--- src/rtl/irrigation_mode_ctrl.sv ---
// irrigation_mode_ctrl
//   Irrigation mode controller. It produces the AS/GT/US mode code that the
//   7-segment watering-mode display shows. Each asynchronous sensor goes
//   through a 2-flop synchronizer and a per-sensor debounce counter before it
//   reaches the mode FSM. The FSM enforces a minimum dwell time in each
//   watering/saturated state.
//
//   Optional feature macro: WATER_TIMEOUT_EN
//     When defined, a watering counter forces FAULT after MAX_WATER
//     consecutive cycles spent in SPRINKLE/DRIP.
//
// Ports
//   clk      : system clock, rising edge
//   rst_n    : asynchronous active-low reset
//   en       : irrigation enable (synchronous)
//   hum_low  : soil dry sensor (asynchronous)
//   hum_high : soil wet sensor (asynchronous)
//   tank_low : reservoir empty sensor (asynchronous)
//   ack      : operator fault acknowledge pulse (synchronous)
//   AS       : sprinkler active
//   GT       : drip active
//   US       : saturated / stop indicator
//   fault    : high while in FAULT
module irrigation_mode_ctrl #(
  parameter int unsigned DEBOUNCE  = 4,
  parameter int unsigned MIN_DWELL = 8,
  parameter int unsigned MAX_WATER = 64
) (
  input  logic clk,
  input  logic rst_n,
  input  logic en,
  input  logic hum_low,
  input  logic hum_high,
  input  logic tank_low,
  input  logic ack,
  output logic AS,
  output logic GT,
  output logic US,
  output logic fault
);

  localparam int unsigned DBW = $clog2(DEBOUNCE + 1);
  localparam int unsigned DWW = $clog2(MIN_DWELL + 1);

  // Encodings equal the (AS,GT,US) display code, so the outputs are
  // taken straight from the state flops.
  typedef enum logic [2:0] {
    IDLE      = 3'b000,
    SPRINKLE  = 3'b100,
    DRIP      = 3'b010,
    SATURATED = 3'b001,
    FAULT     = 3'b011
  } state_t;

  // Sensor bit order: [0]=hum_low, [1]=hum_high, [2]=tank_low
  logic [2:0]     sync1;
  logic [2:0]     sync2;
  logic [2:0]     flag;
  logic [DBW-1:0] dbc [3];

  always_ff @(posedge clk or negedge rst_n) begin
    if (!rst_n) begin
      sync1 <= '0;
      sync2 <= '0;
      flag  <= '0;
      for (int unsigned i = 0; i < 3; i++) dbc[i] <= '0;
    end else begin
      sync1 <= {tank_low, hum_high, hum_low};
      sync2 <= sync1;
      for (int unsigned i = 0; i < 3; i++) begin
        if (sync2[i] == flag[i]) begin
          dbc[i] <= '0;
        end else if (dbc[i] == DBW'(DEBOUNCE - 1)) begin
          // This is the DEBOUNCE-th consecutive mismatching cycle.
          flag[i] <= sync2[i];
          dbc[i]  <= '0;
        end else begin
          dbc[i] <= dbc[i] + 1'b1;
        end
      end
    end
  end

  logic hum_low_d, hum_high_d, tank_low_d;
  assign hum_low_d  = flag[0];
  assign hum_high_d = flag[1];
  assign tank_low_d = flag[2];

  state_t         state, nxt;
  logic [DWW-1:0] dwell;
  logic           dwell_ok;
  logic           fault_q;

  assign dwell_ok = (dwell == DWW'(MIN_DWELL));

`ifdef WATER_TIMEOUT_EN
  localparam int unsigned WW = $clog2(MAX_WATER + 1);
  logic [WW-1:0] water;
  logic          water_to;

  assign water_to = (water == WW'(MAX_WATER));

  // The counter is held at zero outside SPRINKLE/DRIP. Entry from any
  // other state therefore starts from zero. A SPRINKLE<->DRIP swap keeps
  // the running count.
  always_ff @(posedge clk or negedge rst_n) begin
    if (!rst_n) begin
      water <= '0;
    end else if (state == SPRINKLE || state == DRIP) begin
      if (!water_to) water <= water + 1'b1;
    end else begin
      water <= '0;
    end
  end
`else
  // MAX_WATER only matters when the timeout is built in.
  if (MAX_WATER == 0) begin : g_no_water_limit
  end
`endif

  always_comb begin
    nxt = state;
    case (state)
      IDLE: begin
        if (hum_high_d)                             nxt = SATURATED;
        else if (en && hum_low_d && !tank_low_d)    nxt = SPRINKLE;
        else if (en && !tank_low_d)                 nxt = DRIP;
      end
      SPRINKLE, DRIP: begin
        if (tank_low_d)                             nxt = FAULT;
        else if (hum_high_d)                        nxt = SATURATED;
        else if (!en)                               nxt = IDLE;
`ifdef WATER_TIMEOUT_EN
        else if (water_to)                          nxt = FAULT;
`endif
        else if (state == SPRINKLE && !hum_low_d && dwell_ok) nxt = DRIP;
        else if (state == DRIP && hum_low_d && dwell_ok)      nxt = SPRINKLE;
      end
      SATURATED: begin
        if (!hum_high_d && dwell_ok)                nxt = IDLE;
      end
      FAULT: begin
        if (ack && !tank_low_d)                     nxt = IDLE;
      end
      default:                                      nxt = IDLE;
    endcase
  end

  always_ff @(posedge clk or negedge rst_n) begin
    if (!rst_n) begin
      state   <= IDLE;
      dwell   <= '0;
      fault_q <= 1'b0;
    end else begin
      state   <= nxt;
      fault_q <= (nxt == FAULT);
      if (nxt != state)  dwell <= '0;
      else if (!dwell_ok) dwell <= dwell + 1'b1;
    end
  end

  assign AS    = state[2];
  assign GT    = state[1];
  assign US    = state[0];
  assign fault = fault_q;

endmodule

--- config.mk ---
export PLATFORM = sky130hd
export DESIGN_NAME = irrigation_mode_ctrl
export DESIGN_NICKNAME = d
export VERILOG_FILES = /design/src/rtl/irrigation_mode_ctrl.sv
export SDC_FILE = /design/constraint.sdc
export NUM_CORES = 1
export LEC_CHECK = 0
export CAP_MARGIN = 20
export CORE_AREA = 5 5 72 74
export CTS_CLUSTER_DIAMETER = 120
export DETAILED_ROUTE_END_ITERATION = 8
export DIE_AREA = 0 0 77 79
export GPL_ROUTABILITY_DRIVEN = 0
export GPL_TIMING_DRIVEN = 0
export PLACE_DENSITY = 0.43
export SLEW_MARGIN = 20
export SYNTH_ARGS = -nofsm -noshare
export SYNTH_HDL_FRONTEND = slang
export SYNTH_SLANG_ARGS = --single-unit
--- constraint.sdc ---
create_clock -name clk -period 2.1 [get_ports clk]
set_input_delay 0.42 -clock clk [delete_from_list [all_inputs] [get_ports clk]]
set_output_delay 0.42 -clock clk [all_outputs]
set_load 0.1 [all_outputs]
==> results by group <==
Status
  – Status: completed

Worst setup path
  – Startpoint types: flip-flop
  – Crit path depth: 1
  – Worst setup endpoint: GT
  – Critical R2R Launch: dwell[0]
  – Crit path buffers/inverters: 1
  – R2r endpoint: dwell[0]
  – Register-to-Register Path Depth: 7
  – Worst-path cell chain: dlygate4sd2_1
  – Max FO, Critical Path: 6
  – Required @ worst endpoint: 1.68 ns
  – CP arrival: 1.60 ns
  – Crit-path max cell delay: 0.88 ns
  – CP max-delay cell: dlygate4sd2_1
  – CP top delay family: buffers and inverters
  – R2R Setup Slk: 0.29 ns
  – Crit end category: output pin
  – Worst setup path class: reg -> out
  – Critical path origin: state[1]

Synthesis
  – Synth top cells by count: dfrtp_1 (26), nor2_1 (8), o21ai_0 (7)
  – Average size of a mapped cell: 11.28 µm²
  – Netlist cell types: 39
  – Synth Warn #: 0
  – Mapped Nets: 125
  – Yosys top cell by area: dfrtp_1
  – Most common cell in the netlist: dfrtp_1
  – Synth area leaders: dfrtp_1 (51%), ha_1 (4.9%), o21ai_0 (2.7%)
  – Synth Flop Type: dfrtp_1
  – Post-synth EDFFs: 0
  – Register area share after synthesis: 51.03%
  – Ys async rst share: 100.0%
  – Mapped cell area: 0.001275 mm²
  – Top cell type's share of synthesized area: 51.03%
  – FF+latch count, synth: 26
  – Post-synthesis cell count: 113

Global route
  – GR met1 Demand/Resource: 11.01%
  – Met2 GRT Util: 12.05%
  – Grt peak-use layer: met2
  – First-pass GRT wire length: 4112 µm
  – Total global routing overflow: 0
  – Met3 Track Usage GR: 2.041%
  – Largest net degree at the start of global routing: 27
  – Initial antenna violation count: 0
  – Tot GR Track Use: 8.269%
  – Vias in the first global route: 920

Route
  – Overall routed net length: 2280 µm
  – Wirelength per Cell: 12.60 µm
  – Vias: 856
  – DRT antenna net count: 0
  – DR vias/cell: 4.729
  – Initial DRC Count: 23
  – DR pass1 iterations: 4
  – DRC: 0

Clock tree
  – Clock Tree Buf Depth: 2
  – # H-tree levels: 1
  – Cts bufs inserted: 3
  – Clock sink count: 26
  – CTS tree: yes
  – Root buffer cell: clkbuf_8
  – Reg clk slew, reported paths: 0.09 ns
  – # hold bufs at CTS: 0
  – Later-pin clock latency in the skew report: 0.27 ns

Layout
  – Area growth from synthesis to layout: 18.06%
  – Fill count: 446
  – Final nets: 140
  – Final core utilization: 33.19%
  – Share of post-route cells with drive strength above 1: 15.75%
  – Diodes inserted: 0
  – Finished Layout Cells: 181

STA
  – Slew Limit Fails: 0
  – Relative slew slack: 36.53%
  – Final Hold Violating Endpoints: 0
  – Fin crit period: 2.024 ns
  – Final setup viols: 0
  – Final Skew: 0.004542 ns
  – RSZ-0062 raised after global routing: no
  – F_max: 0.4940 GHz
  – Least-Margin Pin Slew: 0.9558 ns
  – Setup TNS: 0 ns
  – Crit share post-route: 96.40%

Placement
  – Inst Count DP: 177
  – Port Buf Inserts: 10
  – DP Wirelength: 1660 µm

Die
  – Die area: 0.006083 mm²
  – Die Height: 79 µm
  – Die width: 77 µm
  – Core area: 0.004536 mm²
  – Io pins: 11
  – Initial Util: 28.11%
  – # rows: 25

Pwr
  – Net Sw Power: 0.7647 mW
  – Clock network fraction of design power: 20.5%
  – Sequential Power Share: 37.5%
  – Pint: 1.240 mW
  – Pwr dens: 1332 mW/mm²
  – Combinational Power Share: 42.1%
  – P_leak: 0.6633 nW
  – Peak supply drop: 0.0004199 V
  – Sw frac: 38.14%

Hold path
  – Min-Delay Path Class: in -> async

Flow run
  – Max-cap viol count: 0
per-layer routing:
layer | vias up | wire length (µm)
li1 | 427 | -
met3 | 6 | 80
met1 | 407 | 1139
met4 | 0 | 49
met2 | 16 | 1010
met5 | - | 0
final cells by class:
cell class                 instances  area (µm²)  share of cell area (%)
buffer                             6       53.80                   3.574
clock buffer                       3       41.29                   2.743
clock inverter                     1       30.03                   1.995
inverter                           4       15.01                  0.9975
multi-input combinational         77       555.5                   36.91
sequential                        26       651.9                   43.31
tap                               54       67.56                   4.489
timing repair buffer              10       90.09                   5.985
cell families after synthesis:
| logic type | synth area share, % |
|---|---|
| simple gates | 19.43 |
| fa+ha+maj | 4.907 |
| xor+xnor | 4.122 |
| mux | 2.649 |
| buf+inv | 5.396 |
| compound gates | 12.46 |
| flops | 51.03 |
worst min-delay path by stage:
stage              from        to  slack (ns)  cells past startpoint
2_1_floorplan     rst_n    dbc[0]        0.12                      0
4_1_cts           rst_n    dbc[5]        0.15                      1
3_3_place_gp   sync1[0]  sync2[0]        0.34                      0
3_5_place_dp   sync1[1]  sync2[1]        0.34                      0
5_1_grt           rst_n  sync1[2]        0.17                      1
6_report          rst_n  sync1[2]        0.14                      1
flip-flops by register name, indices dropped and copies added, names as in the netlist:
| name | flops |
|---|---|
| dbc | 9 |
| dwell | 4 |
| flag | 3 |
| state | 3 |
| sync1 | 3 |
| sync2 | 3 |
| fault | 1 |
power by group through the flow:
stage | registers, mW | clock network (mW) | logic (mW)
2_1_floorplan | 0.874 | 0 | 0.547
3_3_place_gp | 0.759 | 0 | 0.844
3_5_place_dp | 0.766 | 0 | 0.852
4_1_cts | 0.754 | 0.421 | 0.846
5_1_grt | 0.770 | 0.446 | 0.938
6_report | 0.751 | 0.410 | 0.843
through the flow:
stage	hold slack, ns	instance area [µm²]	setup WS, ns	power [mW]
after floorplan	0.1244	1276	0.1377	1.421
after global placement	0.3361	1444	-0.007556	1.603
after detailed placement	0.3379	1439	-0.03228	1.618
after CTS	0.1548	1505	0.06175	2.021
after global routing	0.1744	1505	0.03459	2.154
final	0.1355	1505	0.07553	2.005
cell usage in the layout (no fill, tap or decap), types with 2 or more instances in the layout:
| cell | netlist | final |
|---|---|---|
| dfrtp_1 | 26 | 25 |
| nor2_1 | 8 | 8 |
| o21ai_0 | 7 | 7 |
| a21oi_1 | 5 | 5 |
| nor2b_1 | 5 | 5 |
| ha_1 | 5 | 5 |
| clkdlybuf4s50_1 | 0 | 5 |
| inv_1 | 4 | 4 |
| xnor2_1 | 4 | 4 |
| nor3_1 | 4 | 4 |
| nor3b_1 | 4 | 4 |
| dlygate4sd2_1 | 0 | 4 |
| buf_6 | 3 | 3 |
| nand2_1 | 3 | 3 |
| mux2_2 | 3 | 3 |
| clkbuf_8 | 0 | 3 |
| buf_4 | 2 | 2 |
| nand2b_1 | 2 | 2 |
| o22a_1 | 2 | 2 |
| buf_2 | 1 | 2 |
| a221oi_1 | 2 | 2 |
| o211ai_1 | 2 | 2 |
| xor2_1 | 2 | 2 |
timing repair:
action,4_1_cts,5_1_grt
buffers inserted,0,0
endpoints found under the setup margin,4,0
gates resized for setup,4,0
No activity file was read; power rests on OpenSTA's default activity.
